`config.mk`:
```
export PLATFORM = sky130hd
export DESIGN_NAME = adiabatic_phase_sequencer
export DESIGN_NICKNAME = d
export VERILOG_FILES = /design/src/rtl/adiabatic_pkg.sv /design/src/rtl/adiabatic_phase_decode.sv /design/src/rtl/adiabatic_phase_sequencer.sv
export SDC_FILE = /design/constraint.sdc
export NUM_CORES = 1
export LEC_CHECK = 0
export BUFFER_PORTS_ARGS = -buffer_cell sky130_fd_sc_hd__buf_4
export CELL_PAD_IN_SITES_DETAIL_PLACEMENT = 0
export CELL_PAD_IN_SITES_GLOBAL_PLACEMENT = 1
export CORE_ASPECT_RATIO = 1.1
export CORE_MARGIN = 2
export CORE_UTILIZATION = 35
export CTS_BUF_LIST = sky130_fd_sc_hd__clkbuf_4
export CTS_CLUSTER_SIZE = 16
export DETAILED_ROUTE_END_ITERATION = 16
export PLACE_DENSITY = 0.9
export SYNTH_ARGS = -nofsm -noshare
export SYNTH_HDL_FRONTEND = slang
export SYNTH_SLANG_ARGS = --single-unit
```
`constraint.sdc`:
```
create_clock -name clk -period 2.1 [get_ports clk]
set_clock_uncertainty 0.05 [all_clocks]
set_input_delay 0.105 -clock clk [delete_from_list [all_inputs] [get_ports clk]]
set_output_delay 0.105 -clock clk [all_outputs]
set_load 0.05 [all_outputs]
```
`src/rtl/adiabatic_pkg.sv`:
```
// rtl/adiabatic_pkg.sv - shared types and width helper for the adiabatic phase sequencer
package adiabatic_pkg;

  typedef enum logic [1:0] {IDLE, RUN, DRAIN} state_e;

  typedef enum logic [1:0] {Q_RISE, Q_HOLD, Q_FALL, Q_WAIT} quarter_e;

  // DAC code spans 0..STEPS inclusive
  function automatic int calc_cw(input int steps);
    return $clog2(steps + 1);
  endfunction

endpackage

```
`src/rtl/adiabatic_phase_decode.sv`:
```
// rtl/adiabatic_phase_decode.sv - per-phase trapezoid decode of the master counter
module adiabatic_phase_decode
  import adiabatic_pkg::*;
#(
  parameter int STEPS   = 8,
  parameter int N_PHASE = 4,
  localparam int P      = 4 * STEPS,
  localparam int MW     = $clog2(P),
  localparam int KW     = $clog2(N_PHASE),
  localparam int CW     = calc_cw(STEPS)
) (
  input  logic [MW-1:0] m,
  input  logic [KW-1:0] k,
  input  logic          active,
  output logic [CW-1:0] code,
  output logic          rise,
  output logic          hold,
  output logic          fall
);

  logic [31:0] offset;
  logic [31:0] t;
  logic [31:0] s;
  quarter_e    q;

  always_comb begin
    // local time lags the master counter by k quarters, modulo the period
    offset = (32'(k) * 32'(STEPS)) % 32'(P);
    t      = (32'(m) >= offset) ? (32'(m) - offset) : (32'(m) + 32'(P) - offset);
    s      = t % 32'(STEPS);
    q      = quarter_e'(2'(t / 32'(STEPS)));
    code   = '0;
    rise   = 1'b0;
    hold   = 1'b0;
    fall   = 1'b0;
    if (active) begin
      case (q)
        Q_RISE: begin
          code = CW'(s + 32'd1);
          rise = 1'b1;
        end
        Q_HOLD: begin
          code = CW'(STEPS);
          hold = 1'b1;
        end
        Q_FALL: begin
          code = CW'(32'(STEPS) - 32'd1 - s);
          fall = 1'b1;
        end
        default: code = '0;
      endcase
    end
  end

endmodule

```
`src/rtl/adiabatic_phase_sequencer.sv`:
```
// rtl/adiabatic_phase_sequencer.sv - start-up/run/drain control of multi-phase power clocks
module adiabatic_phase_sequencer
  import adiabatic_pkg::*;
#(
  parameter int  N_PHASE = 4,
  parameter int  STEPS   = 8,
  localparam int CW      = calc_cw(STEPS)
) (
  input  logic                  clk,
  input  logic                  rst_n,
  input  logic                  start,
  input  logic                  stop,
  output logic                  busy,
  output logic                  done,
  output logic [N_PHASE*CW-1:0] phase_code,
  output logic [N_PHASE-1:0]    phase_rise,
  output logic [N_PHASE-1:0]    phase_hold,
  output logic [N_PHASE-1:0]    phase_fall
);

  localparam int P  = 4 * STEPS;
  localparam int MW = $clog2(P);
  localparam int KW = $clog2(N_PHASE);

  state_e              state, state_nxt;
  logic [MW-1:0]       m, m_nxt, m_inc;
  logic [N_PHASE-1:0]  active, active_nxt;
  logic                done_q, done_nxt;
  logic [N_PHASE-1:0]  last_fall;
  logic [N_PHASE-1:0]  pred_on;

  for (genvar k = 0; k < N_PHASE; k++) begin : g_phase
    adiabatic_phase_decode #(
      .STEPS   (STEPS),
      .N_PHASE (N_PHASE)
    ) u_decode (
      .m      (m),
      .k      (KW'(k)),
      .active (active[k]),
      .code   (phase_code[k*CW +: CW]),
      .rise   (phase_rise[k]),
      .hold   (phase_hold[k]),
      .fall   (phase_fall[k])
    );
    // a falling phase shows code 0 only on its final ramp-down step
    assign last_fall[k] = phase_fall[k] && (phase_code[k*CW +: CW] == '0);
  end

  // bit k set when phase k has an active predecessor; phase 0 has none
  assign pred_on = {active[N_PHASE-2:0], 1'b0};
  assign m_inc   = (m == MW'(P - 1)) ? '0 : m + 1'b1;

  always_comb begin
    state_nxt  = state;
    m_nxt      = m;
    active_nxt = active;
    done_nxt   = 1'b0;
    case (state)
      IDLE: begin
        if (start) begin
          state_nxt  = RUN;
          m_nxt      = '0;
          active_nxt = N_PHASE'(1);
        end
      end
      RUN: begin
        m_nxt = m_inc;
        for (int k = 1; k < N_PHASE; k++) begin
          if (pred_on[k] && (32'(m) == 32'(k * STEPS - 1))) active_nxt[k] = 1'b1;
        end
        if (stop) state_nxt = DRAIN;
      end
      DRAIN: begin
        m_nxt = m_inc;
        for (int k = 0; k < N_PHASE; k++) begin
          if (last_fall[k] && !pred_on[k]) active_nxt[k] = 1'b0;
        end
        if (active_nxt == '0) begin
          state_nxt = IDLE;
          m_nxt     = '0;
          done_nxt  = 1'b1;
        end
      end
      default: state_nxt = IDLE;
    endcase
  end

  always_ff @(posedge clk or negedge rst_n) begin
    if (!rst_n) begin
      state  <= IDLE;
      m      <= '0;
      active <= '0;
      done_q <= 1'b0;
    end else begin
      state  <= state_nxt;
      m      <= m_nxt;
      active <= active_nxt;
      done_q <= done_nxt;
    end
  end

  assign busy = (state != IDLE);
  assign done = done_q;

endmodule
```
; ---- After elaboration in Yosys (flattened, before gate mapping)
; Cells that the tools add are included.
[word_totals]
regBits = 12
output_inout_bits = 30
wordCells = 139
[classes]
add_sub_neg = 16
magnitude_cmp = 4
eq_ne = 20
n_mux = 60
reduce_logical = 32
[op_table]
columns = op, n
row1 = case mux 4 bit (3 select lines), 4
row2 = 2-to-1 mux 1 bit, 37
row3 = 2-to-1 mux 5 bit, 7
row4 = logical NOT 4 bit, 5
row5 = 2-to-1 mux 4 bit, 5
row6 = "subtractor 5 bit, second input constant", 4
row7 = "adder 3 x 1 -> 4 bit, second input constant", 4
row8 = "subtractor 3 x 3 -> 4 bit, first input constant", 4
row9 = case mux 5 bit (3 select lines), 1
row10 = "!= test 2 bit, second input constant", 6
row11 = AND reduction 3 bit, 4
row12 = "adder 5 x 1 -> 5 bit, second input constant", 2
row13 = "== test 2 x 1 -> 1 bit, second input constant", 5
row14 = "== test 2 bit, second input constant", 5
row15 = "== test 5 bit, second input constant", 2
row16 = "greater-or-equal comparator 5 bit, second input constant", 2
row17 = logical AND 1 bit, 10
row18 = logical NOT 2 bit, 5
row19 = "subtractor 5 x 4 -> 5 bit, second input constant", 2
row20 = case mux 3 bit (3 select lines), 1
row21 = 2-to-1 mux 2 bit, 3
row22 = case mux 2 bit (3 select lines), 1
row23 = "== test 5 x 3 -> 1 bit, second input constant", 1
row24 = "== test 5 x 4 -> 1 bit, second input constant", 1
row25 = other kinds (7), 11

; ---- Depth between registers and ports, before layout
; Gate-level depths: netlist of run 1.
[depth]
word_depth = 14
depth_mapped = 8

; ---- Hierarchy
; Synthesis of run 1 repeated with hierarchy kept, for this count alone.
[hier_totals]
cells_unflattened = 237
hier_area_um2 = 1900.6
[modules_own_cells]
columns = module, instances, cells_per_inst, area_each_um2
row1 = adiabatic_phase_decode, 4, 35, 262.8
row2 = adiabatic_phase_sequencer, 1, 97, 849.6

; ---- Worst setup path before layout of run 1
; OpenSTA, ideal clock, no wires.
[synth_timing]
kind = register to output
from = register m[3]
to = output port phase_code[3]
arrival_ns = 2.181
t_required_ns = 1.945
setup_slack_ns = -0.236
path_stages_with_launch = 5
n_path_buf = 2
cell_sequence = dfrtp_1 > clkbuf_1 > clkbuf_1 > nor2_1 > nor3b_1
[synth_via]
elab_chain_len = 5
elab_cells_between_ends = 10
classes_between = add/sub: 3 / order compare: 1 / eq/ne: 2 / mux: 3 / reduce/logical: 1
[synth_rtl]
columns = item, line
row1 = start: declaration, adiabatic_phase_sequencer.sv:26  ; logic [MW-1:0] m, m_nxt, m_inc;
row2 = start signal: assignment, adiabatic_phase_sequencer.sv:96  ; m <= m_nxt;
row3 = greater-or-equal comparator 5 x 1 -> 1 bit / adder 5 x 1 -> 5 bit (equally long branches), adiabatic_phase_decode.sv:29  ; t = (32'(m) >= offset) ? (32'(m) - offset) : (32'(m) + 32'(P) - offset);
row4 = 2-to-1 mux 5 bit (*), adiabatic_phase_decode.sv:29
row5 = "subtractor 3 x 3 -> 4 bit, or another cell as far along", adiabatic_phase_decode.sv:47  ; code = CW'(32'(STEPS) - 32'd1 - s);
row6 = case mux 4 bit (3 select lines) (*), adiabatic_phase_decode.sv:37  ; case (q)
row7 = 2-to-1 mux 4 bit (*), adiabatic_phase_decode.sv:36  ; if (active) begin
row8 = end: declaration, adiabatic_phase_sequencer.sv:15  ; output logic [N_PHASE*CW-1:0] phase_code,
; Every way passes the cells marked *; elsewhere a longest branch is shown, timed or not.

; ---- Worst setup path in the final report of run 1
[layout_timing]
from = register m[0]
to = register m[1]
[layout_via]
elab_chain_len = 14
elab_cells_between_ends = 76
classes_between = add/sub: 16 / order compare: 4 / eq/ne: 9 / mux: 31 / reduce/logical: 16
[layout_rtl]
columns = item, line
row1 = adder 5 x 1 -> 5 bit, adiabatic_phase_decode.sv:29
row2 = subtractor 5 x 4 -> 5 bit / subtractor 5 bit (equally long branches), adiabatic_phase_decode.sv:29
row3 = 2-to-1 mux 5 bit, adiabatic_phase_decode.sv:29
row4 = "subtractor 3 x 3 -> 4 bit, or another cell as far along", adiabatic_phase_decode.sv:47
row5 = case mux 4 bit (3 select lines), adiabatic_phase_decode.sv:37
row6 = 2-to-1 mux 4 bit, adiabatic_phase_decode.sv:36
row7 = logical NOT 4 bit, adiabatic_phase_sequencer.sv:46  ; assign last_fall[k] = phase_fall[k] && (phase_code[k*CW +: CW] == '0);
row8 = logical AND 1 bit, adiabatic_phase_sequencer.sv:46
row9 = logical AND 1 bit, adiabatic_phase_sequencer.sv:76  ; if (last_fall[k] && !pred_on[k]) active_nxt[k] = 1'b0;
row10 = 2-to-1 mux 1 bit, adiabatic_phase_sequencer.sv:76
row11 = 2-to-1 mux 1 bit, adiabatic_phase_sequencer.sv:58  ; case (state)
row12 = logical NOT 4 bit, adiabatic_phase_sequencer.sv:78  ; if (active_nxt == '0) begin
row13 = 2-to-1 mux 5 bit, adiabatic_phase_sequencer.sv:78
row14 = case mux 5 bit (3 select lines) (*), adiabatic_phase_sequencer.sv:58
; Every way passes the cells marked *; elsewhere a longest branch is shown, timed or not. The select of a mux whose other input is x is not followed.
; A chain may end at the register's enable or synchronous reset.

==> impl_metrics.ini, run 1 <==
[worst_hold_path]
worstHoldStart = stop
hp-class = primary input to flop
whs_path_depth = 3
holdPathEnd = state[1]$_DFFE_PN0P_

[synthesis]
synth-seq-cells = 12
synthCells = 157
ys_warn_count = 0
yosysUniqueCellTypes = 44
syn-mean-instance-area_sq_um = 7.72
synth_nets = 168
seq_area_frac_synth_pct = 24.8
synth_area_sq_um = 1210

[drt]
drc = 0
wl_per_cell_um = 13.4
postRouteAntennaNets = 0
drt-total-wl_um = 3110
routed-via-count = 1209
drt_pass1_iterations = 4
drtIter0Drc = 61
viasPerCell = 5.19

[clocking]
cts_tree = done
cts.clk_slew.worst_paths_ns = 0.08
clkLatencyLatePin_ns = 0.28
cts.sinks = 12
post_cts_buffers = 0
cts_buffer_depth = 2
htree_levels = 1
cts-root-buf = clkbuf_4
cts_buffers = 3

[job]
max_cap_viol_count = 0

[finish]
final_cell_area_sq_um = 1520
area_growth_syn_to_layout_pct = 25.3
diodes = 0
final_nets = 197
final_common_cell = buf_4
drive_gt1_share_pct = 30.3
final_cell_mix = 44 x buf_4, 28 x nor2_1, 12 x dfrtp_1, 10 x nand2_1, 9 x inv_1
fill_cells = 346
multi_input_area_sq_um = 758
seq_area_sq_um = 300

[place]
hpwl_um = 2470
gp_congestion = 0.868
pre_cts_slack_ns = 0.121
numPortBuffers = 33
placed_cell_area_sq_um = 1480

[sta]
rsz0062_at_grt = no
finalSetupTns_ns = 0
tightest_slew_ns = 0.385
setup_ws_ns = 0.107
maxSlewHeadroom_pct = 74.3
hold_violations = 0
slew_viol_final = 0
fmax_ghz = 0.502
setup_violations = 0
finalCritPeriodShare_pct = 94.9
min_period_ns = 1.99
whs_ns = 0.0751

[power]
p_int_uw = 629
combPwrFrac_pct = 65.8
peakVddDrop_mv = 0.516
leakage_uw = 0.000715
switching_share_pct = 51.8
total_power_uw = 1300
p_per_area_nw_per_um2 = 859
clockPowerShare_pct = 11.6
seq_power_share_pct = 22.6
switching_power_uw = 676

[grt]
antenna_found_initial = 0
grt_pass1_wl_um = 5060
grt_overflow = 0
grt_util_all_layers_pct = 16.9
grt_pass1_vias = 1068
grt_max_degree = 13

[critical_path]
rr_endpoint = m[1]$_DFFE_PN0P_
crit_path_end_kind = flop
worst_ep_required_time_ns = 2.23
arrival_ns = 2.13
worst-r2r-setup-slack_ns = 0.11
critPathLaunchType = flop
worstSetupPathType = flop to flop
timing.rr.start = m[0]$_DFFE_PN0P_
crit_path_max_fanout = 3
rr_worst_depth = 7

[floorplanning]
die_w_um = 60.1
rows = 22
ios = 34
start_util_pct = 36.4
die_h_um = 65.7
core_region_area_sq_um = 3330
die_area_sq_um = 3950

[run_status]
status = complete, no violations
## state kept, by name, summed over array words and instances (netlist names)
signal  flops
done        1
active      4
m           5
state       2
## per-layer routing
| layer | part of all wire, % | vias to the layer above | global-route usage [%] | routed length (um) |
|---|---|---|---|---|
| li1 | - | 597 | - | - |
| met1 | 43 | 563 | 21.1 | 1350 |
| met2 | 51 | 42 | 29.1 | 1580 |
| met3 | 3.9 | 7 | 1.18 | 120 |
| met4 | 2.0 | 0 | 7.50 | 61 |
| met5 | 0 | - | 0 | 0 |
## how the worst max path moves through the flow
stage	depth (start not counted)	slack, ns	from	endpoint
2_1_floorplan	8	0.05	m[1]$_DFFE_PN0P_	m[1]$_DFFE_PN0P_
3_3_place_gp	7	0.21	m[0]$_DFFE_PN0P_	m[1]$_DFFE_PN0P_
3_5_place_dp	7	0.12	m[0]$_DFFE_PN0P_	m[1]$_DFFE_PN0P_
4_1_cts	7	0.10	m[0]$_DFFE_PN0P_	m[1]$_DFFE_PN0P_
5_1_grt	7	0.01	m[0]$_DFFE_PN0P_	m[1]$_DFFE_PN0P_
6_report	7	0.11	m[0]$_DFFE_PN0P_	m[1]$_DFFE_PN0P_
## synth_stat cells
cell type | n | area [sq um]
nor2_1 | 28 | 105
nand2_1 | 10 | 37.5
nand4_1 | 1 | 6.26
mux2_1 | 1 | 11.3
nand3_1 | 5 | 25.0
and3_1 | 5 | 31.3
xnor2_1 | 1 | 8.76
inv_1 | 9 | 33.8
o22ai_1 | 2 | 12.5
nand2b_1 | 5 | 31.3
nor4_1 | 1 | 6.26
nand3b_1 | 1 | 7.51
a31oi_1 | 1 | 6.26
a21o_1 | 1 | 7.51
mux2i_1 | 2 | 20.0
o32ai_1 | 1 | 8.76
o21a_1 | 1 | 7.51
or3_1 | 1 | 6.26
clkbuf_1 | 6 | 22.5
o41ai_4 | 1 | 27.5
o311ai_0 | 1 | 8.76
ha_1 | 7 | 87.6
o2111ai_1 | 1 | 8.76
a22oi_1 | 1 | 7.51
dfrtp_1 | 12 | 300
o31a_1 | 1 | 8.76
o31ai_4 | 1 | 21.3
nor3b_1 | 1 | 7.51
nand4b_1 | 1 | 8.76
or2_2 | 1 | 6.26
buf_2 | 2 | 10.0
o21ai_0 | 7 | 35.0
nand3_4 | 1 | 17.5
buf_4 | 13 | 97.6
nor2b_1 | 1 | 6.26
nor3_1 | 7 | 35.0
and4_2 | 1 | 10.0
o31ai_2 | 1 | 12.5
and2_1 | 3 | 18.8
a32o_1 | 2 | 20.0
a211oi_1 | 2 | 15.0
a21oi_1 | 5 | 25.0
a31oi_2 | 1 | 12.5
xor2_1 | 1 | 8.76
## power by group through the flow
| stage | combinational [uW] | sequential [uW] | clock (uW) |
|---|---|---|---|
| finish | 859 | 295 | 151 |
| global placement | 842 | 296 | 0 |
| global route | 934 | 299 | 161 |
| floorplan | 597 | 302 | 0 |
| CTS | 858 | 296 | 155 |
| detailed placement | 854 | 301 | 0 |
## per-stage QoR
stage	std cells	util, %
6_report	233	45.6
5_1_grt	233	45.6
4_1_cts	233	45.6
3_5_place_dp	228	44.5
3_3_place_gp	228	44.5
2_1_floorplan	157	-
## logic make-up after synthesis
group / count (synthesis) / share of synthesized area, %
and+or+nand+nor: 73 / 30.2
DFF: 12 / 24.8
xor gates and xnor gates: 2 / 1.45
AOI/OAI and AO/OA: 30 / 20.2
buffers and inverters: 30 / 13.5
adders and majority gates: 7 / 7.22
muxes: 3 / 2.58
## critical path: stages, from the launching register on
cell and delay, ns:
dfrtp_1 0.39, ha_1 0.21, and3_1 0.21, ha_1 0.22, or2_2 0.31, o22ai_1 0.19, nor3_1 0.11, a211oi_1 0.22
## timing repair
action / CTS / global route
hold buffers: 1 / 0
setup endpoints to repair: 0 / 0
hold endpoints to repair: 12 / 0
gates resized for setup: 0 / 0
## final cells by class
class	count	area share, %
multi-input cells	115	49.9
repair buffers	45	22.4
flip-flops and latches	12	19.8
well taps	48	3.95
inverters	9	2.22
clock buffers	3	1.48
clock inverters	1	0.247
(Power assumes the default switching activity.)
==> run 2, diff against run 1 <==
REMOVE_ABC_BUFFERS = 1   (was not set)
==> run 2 against run 1 <==
Effect of this change: sequential share of layout area is 0.23 points higher; critical path depth stayed put; die area stayed put; non-clock buffer count is 1 lower; largest cell class unchanged; highest routed layer unchanged.
==> impl_metrics.ini, run 2 (synthesized netlist as in run 1, its figures left out) <==
[run_status]
status = complete, no violations

[critical_path]
worst_ep_required_time_ns = 2.22
critPathLaunchType = flop
crit_path_max_fanout = 3
arrival_ns = 2.14
worstSetupPathType = flop to flop
crit_path_end_kind = flop

[grt]
grt_max_degree = 13
antenna_found_initial = 0
grt_pass1_wl_um = 5080
grt_overflow = 0
grt_pass1_vias = 1112
grt_util_all_layers_pct = 16.6

[place]
gp_congestion = 0.850
numPortBuffers = 33
hpwl_um = 2450
placed_cell_area_sq_um = 1470

[sta]
setup_violations = 0
rsz0062_at_grt = no
finalSetupTns_ns = 0
tightest_slew_ns = 0.391
slew_viol_final = 0
finalCritPeriodShare_pct = 95.8
fmax_ghz = 0.497
whs_ns = 0.103
maxSlewHeadroom_pct = 73.9
min_period_ns = 2.01
hold_violations = 0

[power]
peakVddDrop_mv = 0.616
p_per_area_nw_per_um2 = 857
total_power_uw = 1290
leakage_uw = 0.000706

[drt]
wl_met1_um = 1360
met2_length_um = 1540
dr_wl_met3_um = 213
drc = 0
postRouteAntennaNets = 0
highest_layer = met4
viasPerCell = 5.09
drt-total-wl_um = 3140
wl_per_cell_um = 13.5
drtIter0Drc = 49
routed-via-count = 1181
drt_pass1_iterations = 4

[finish]
final_nets = 196
final_core_util_pct = 45.1
final_common_cell = buf_4
fill_cells = 356
largest_reg_flops = 5
final_cell_area_sq_um = 1500
largest-register = m
diodes = 0
drive_gt1_share_pct = 28.8
area_growth_syn_to_layout_pct = 23.8
final_cell_mix = 43 x buf_4, 28 x nor2_1, 12 x dfrtp_1, 10 x nand2_1, 9 x inv_1
reg_top3 = m x5, active x4, state x2

[floorplanning]
die_w_um = 60.1
start_util_pct = 36.4
core_region_area_sq_um = 3330
die_area_sq_um = 3950
ios = 34
die_h_um = 65.7
rows = 22

[clocking]
cts-root-buf = clkbuf_4
cts_resized = 0
cts.clk_slew.worst_paths_ns = 0.08
post_cts_buffers = 0
htree_levels = 1
clkLatencyLatePin_ns = 0.27
cts_buffer_depth = 2
cts_buffers = 3
cts_tree = done
cts.sinks = 12

[worst_hold_path]
hp-class = primary input to flop

[job]
max_cap_viol_count = 0
[run 2: changes by cell type in the layout (fill, tap and decap cells not counted)]
| cell | change |
|---|---|
| nor3b_2 | -1 |
| nor3_1 | +1 |
| nor3_2 | -1 |
| buf_4 | -1 |
| nor3b_1 | +1 |
[run 2: layout make-up]
type	count	area [sq um]	area share (%)
inverters	9	33.8	2.25
well taps	48	60.1	4.00
repair buffers	44	333	22.2
clock buffers	3	22.5	1.50
multi-input cells	115	748	49.8
clock inverters	1	3.75	0.250
flip-flops and latches	12	300	20.0
[run 2: path summary, 6_finish.rpt]
| kind | from | slack (ns) | endpoint | cells past startpoint |
|---|---|---|---|---|
| min in group asynchronous | rst_n | 0.15 | active[0]$_DFFE_PN0P_ | 2 |
| max in group asynchronous | rst_n | 1.68 | m[0]$_DFFE_PN0P_ | 2 |
| worst max-delay path | m[0]$_DFFE_PN0P_ | 0.09 | m[1]$_DFFE_PN0P_ | 7 |
| worst max register to register | m[0]$_DFFE_PN0P_ | 0.09 | m[1]$_DFFE_PN0P_ | 7 |
| worst min-delay path | stop | 0.10 | state[1]$_DFFE_PN0P_ | 3 |
| worst min register to register | state[1]$_DFFE_PN0P_ | 0.59 | state[1]$_DFFE_PN0P_ | 2 |
[run 2: layer usage]
| metal | vias up | track usage [%] |
|---|---|---|
| met2 | 46 | 27.9 |
| met3 | 4 | 1.97 |
| met1 | 539 | 21.5 |
| li1 | 592 | - |
| met4 | 0 | 5.83 |
| met5 | - | 0 |
[run 2: critical path, cell delays in order (launching register included)]
cell	delay, ns
dfrtp_1	0.39
ha_1	0.21
and3_1	0.21
ha_1	0.22
or2_2	0.31
o22ai_1	0.19
nor3_1	0.10
a211oi_1	0.24
[run 2: per-stage QoR]
step | std cells | setup WS (ns)
3_5_place_dp | 227 | 0.103
5_1_grt | 232 | 0.00956
2_1_floorplan | 136 | -0.413
3_3_place_gp | 227 | 0.214
6_report | 232 | 0.0873
4_1_cts | 232 | 0.0767
[run 2: what timing repair did]
| action | 4_1_cts | 5_1_grt |
|---|---|---|
| endpoints found under the setup margin | 0 | 0 |
| hold buffers | 1 | 0 |
| hold endpoints to repair | 12 | 0 |
[run 2: where the power goes]
group	internal, uW	total [uW]	switching, uW
logic	274	835	561
clock network	68.7	149	80.4
registers	267	302	35.4
==> run 3, diff against run 2 <==
PLACE_DENSITY = not set   (was 0.9)
PLACE_DENSITY_LB_ADDON = 0.1   (was not set)
REMOVE_ABC_BUFFERS = not set   (was 1)
SETUP_SLACK_MARGIN = 0.2   (was not set)
==> run 3 against run 2 <==
Effect of this change: combinational power rose by 9.8%; clock power barely moved; hold slack got worse by 0.021 ns; flip-flop and latch count did not move; via count rose by 3.0%; routed wire length rose by 6.2%; first-iteration DRC count fell by 4.1%; fmax rose by 9.4%; critical endpoint is now m[2]$_DFFE_PN0P_; largest cell class unchanged.
==> impl_metrics.ini, run 3 (synthesized netlist as in run 1, its figures left out) <==
[place]
hpwl_um = 2600
gp_congestion = 0.797
dpl.cell_count = 227
pre_cts_slack_ns = 0.151
numPortBuffers = 33

[sta]
setup_ws_ns = 0.260
hold_violations = 0
finalSetupTns_ns = 0
rsz0062_at_grt = yes
tightest_slew_ns = 0.377
min_period_ns = 1.84
maxSlewHeadroom_pct = 74.9
setup_violations = 0
fmax_ghz = 0.543
slew_viol_final = 0
finalCritPeriodShare_pct = 87.6

[critical_path]
arrival_ns = 1.98
cp.buffers_inverters = 0
crit_path_end_kind = flop
slowest_stage = dfrtp_2
crit_path_max_fanout = 8
critPathLaunchType = flop
cp_cell_sequence = ha_4, and3_4, ha_4, or2_4, o22ai_2, nor3_2, nor3_1
worst_ep_required_time_ns = 2.24
slowest_delay_ns = 0.43
worstSetupPathType = flop to flop
path_common_cell = ha_4
path_delay_family = simple AND/OR/NAND/NOR gates

[finish]
seq_area_sq_um = 303
final_cell_mix = 46 x buf_4, 28 x nor2_1, 10 x nand2_1, 10 x dfrtp_1, 9 x inv_1
largest_reg_flops = 5
reg_top3 = m x5, active x4, state x2
fill_cells = 347
area_growth_syn_to_layout_pct = 32.0
final_common_cell = buf_4
drive_gt1_share_pct = 38.2
fin_cells = 234
diodes = 0
multi_input_area_sq_um = 826
final_nets = 199
largest-register = m

[power]
combPwrFrac_pct = 67.0
p_int_uw = 663
clockPowerShare_pct = 10.7
switching_share_pct = 51.5
switching_power_uw = 705
peakVddDrop_mv = 0.542
total_power_uw = 1370
p_per_area_nw_per_um2 = 855
seq_power_share_pct = 22.3
leakage_uw = 0.000712

[clocking]
cts_buffer_depth = 2
cts.sinks = 12
cts_buffers = 3
cts_tree = done
clkLatencyLatePin_ns = 0.27
cts.clk_slew.worst_paths_ns = 0.08
cts-root-buf = clkbuf_4
htree_levels = 1

[drt]
drt-total-wl_um = 3330
drc = 0
drt_pass1_iterations = 4
routed-via-count = 1216
postRouteAntennaNets = 0
drtIter0Drc = 47
viasPerCell = 5.20
wl_per_cell_um = 14.2

[floorplanning]
ios = 34
core_region_area_sq_um = 3330
die_h_um = 65.7
start_util_pct = 36.4
rows = 22
die_w_um = 60.1
die_area_sq_um = 3950

[worst_hold_path]
hp-class = primary input to flop

[grt]
grt_max_degree = 17
grt_pass1_vias = 1154
grt_pass1_wl_um = 5480
antenna_found_initial = 0
grt_util_all_layers_pct = 18.6
grt_overflow = 0

[job]
max_cap_viol_count = 0

[run_status]
status = complete, no violations
[run 3: through the flow]
step           utilization (%)  area, sq um  hold slack (ns)
2_1_floorplan                -         1270           -0.241
3_3_place_gp              45.4         1510          -0.0915
3_5_place_dp              45.4         1510          -0.0872
4_1_cts                   46.7         1550           0.0749
5_1_grt                   48.0         1600           0.0774
6_report                  48.0         1600           0.0818
[run 3: final timing paths]
path / from / end / slack (ns) / cells after the start
setup / recovery: m[1]$_DFFE_PN0P_ / m[2]$_DFFE_PN0P_ / 0.26 / 7
hold / removal: stop / state[1]$_DFFE_PN0P_ / 0.08 / 3
setup reg to reg: m[1]$_DFFE_PN0P_ / m[2]$_DFFE_PN0P_ / 0.26 / 7
hold reg to reg: state[1]$_DFFE_PN0P_ / state[1]$_DFFE_PN0P_ / 0.58 / 2
max in group asynchronous: rst_n / m[1]$_DFFE_PN0P_ / 1.67 / 2
min in group asynchronous: rst_n / active[3]$_DFFE_PN0P_ / 0.15 / 2
[run 3: power groups by stage]
stage	Clock [uW]	Sequential (uW)	Combinational, uW
global placement	0	308	859
CTS	157	301	885
detailed placement	0	312	865
finish	147	305	917
global route	167	310	993
floorplan	0	302	626
[run 3: layout make-up]
cell class	count	area share, %
clock buffer	3	1.41
inverter	9	2.11
multi-input combinational	115	51.6
sequential	12	18.9
tap	48	3.75
timing repair buffer	47	22.2
[run 3: timing repair]
item	in CTS	in global routing
cloned	0	0
setup endpoints to repair	5	10
pin swaps	0	2
setup buffers	1	2
hold endpoints to repair	12	0
resized for setup	1	8
hold buffers	1	0
[run 3: metal layers]
layer	up-vias	wire length, um	track usage (%)	part of all wire, %
li1	594	-	-	-
met1	580	1460	24.0	44
met2	34	1670	31.1	50
met3	8	115	2.56	3.5
met4	0	83	6.67	2.5
met5	-	0	0	0
[run 3: worst min-delay path: stages]
cell and delay [ns]:
buf_4 0.11, nand3b_1 0.07, a22oi_1 0.07
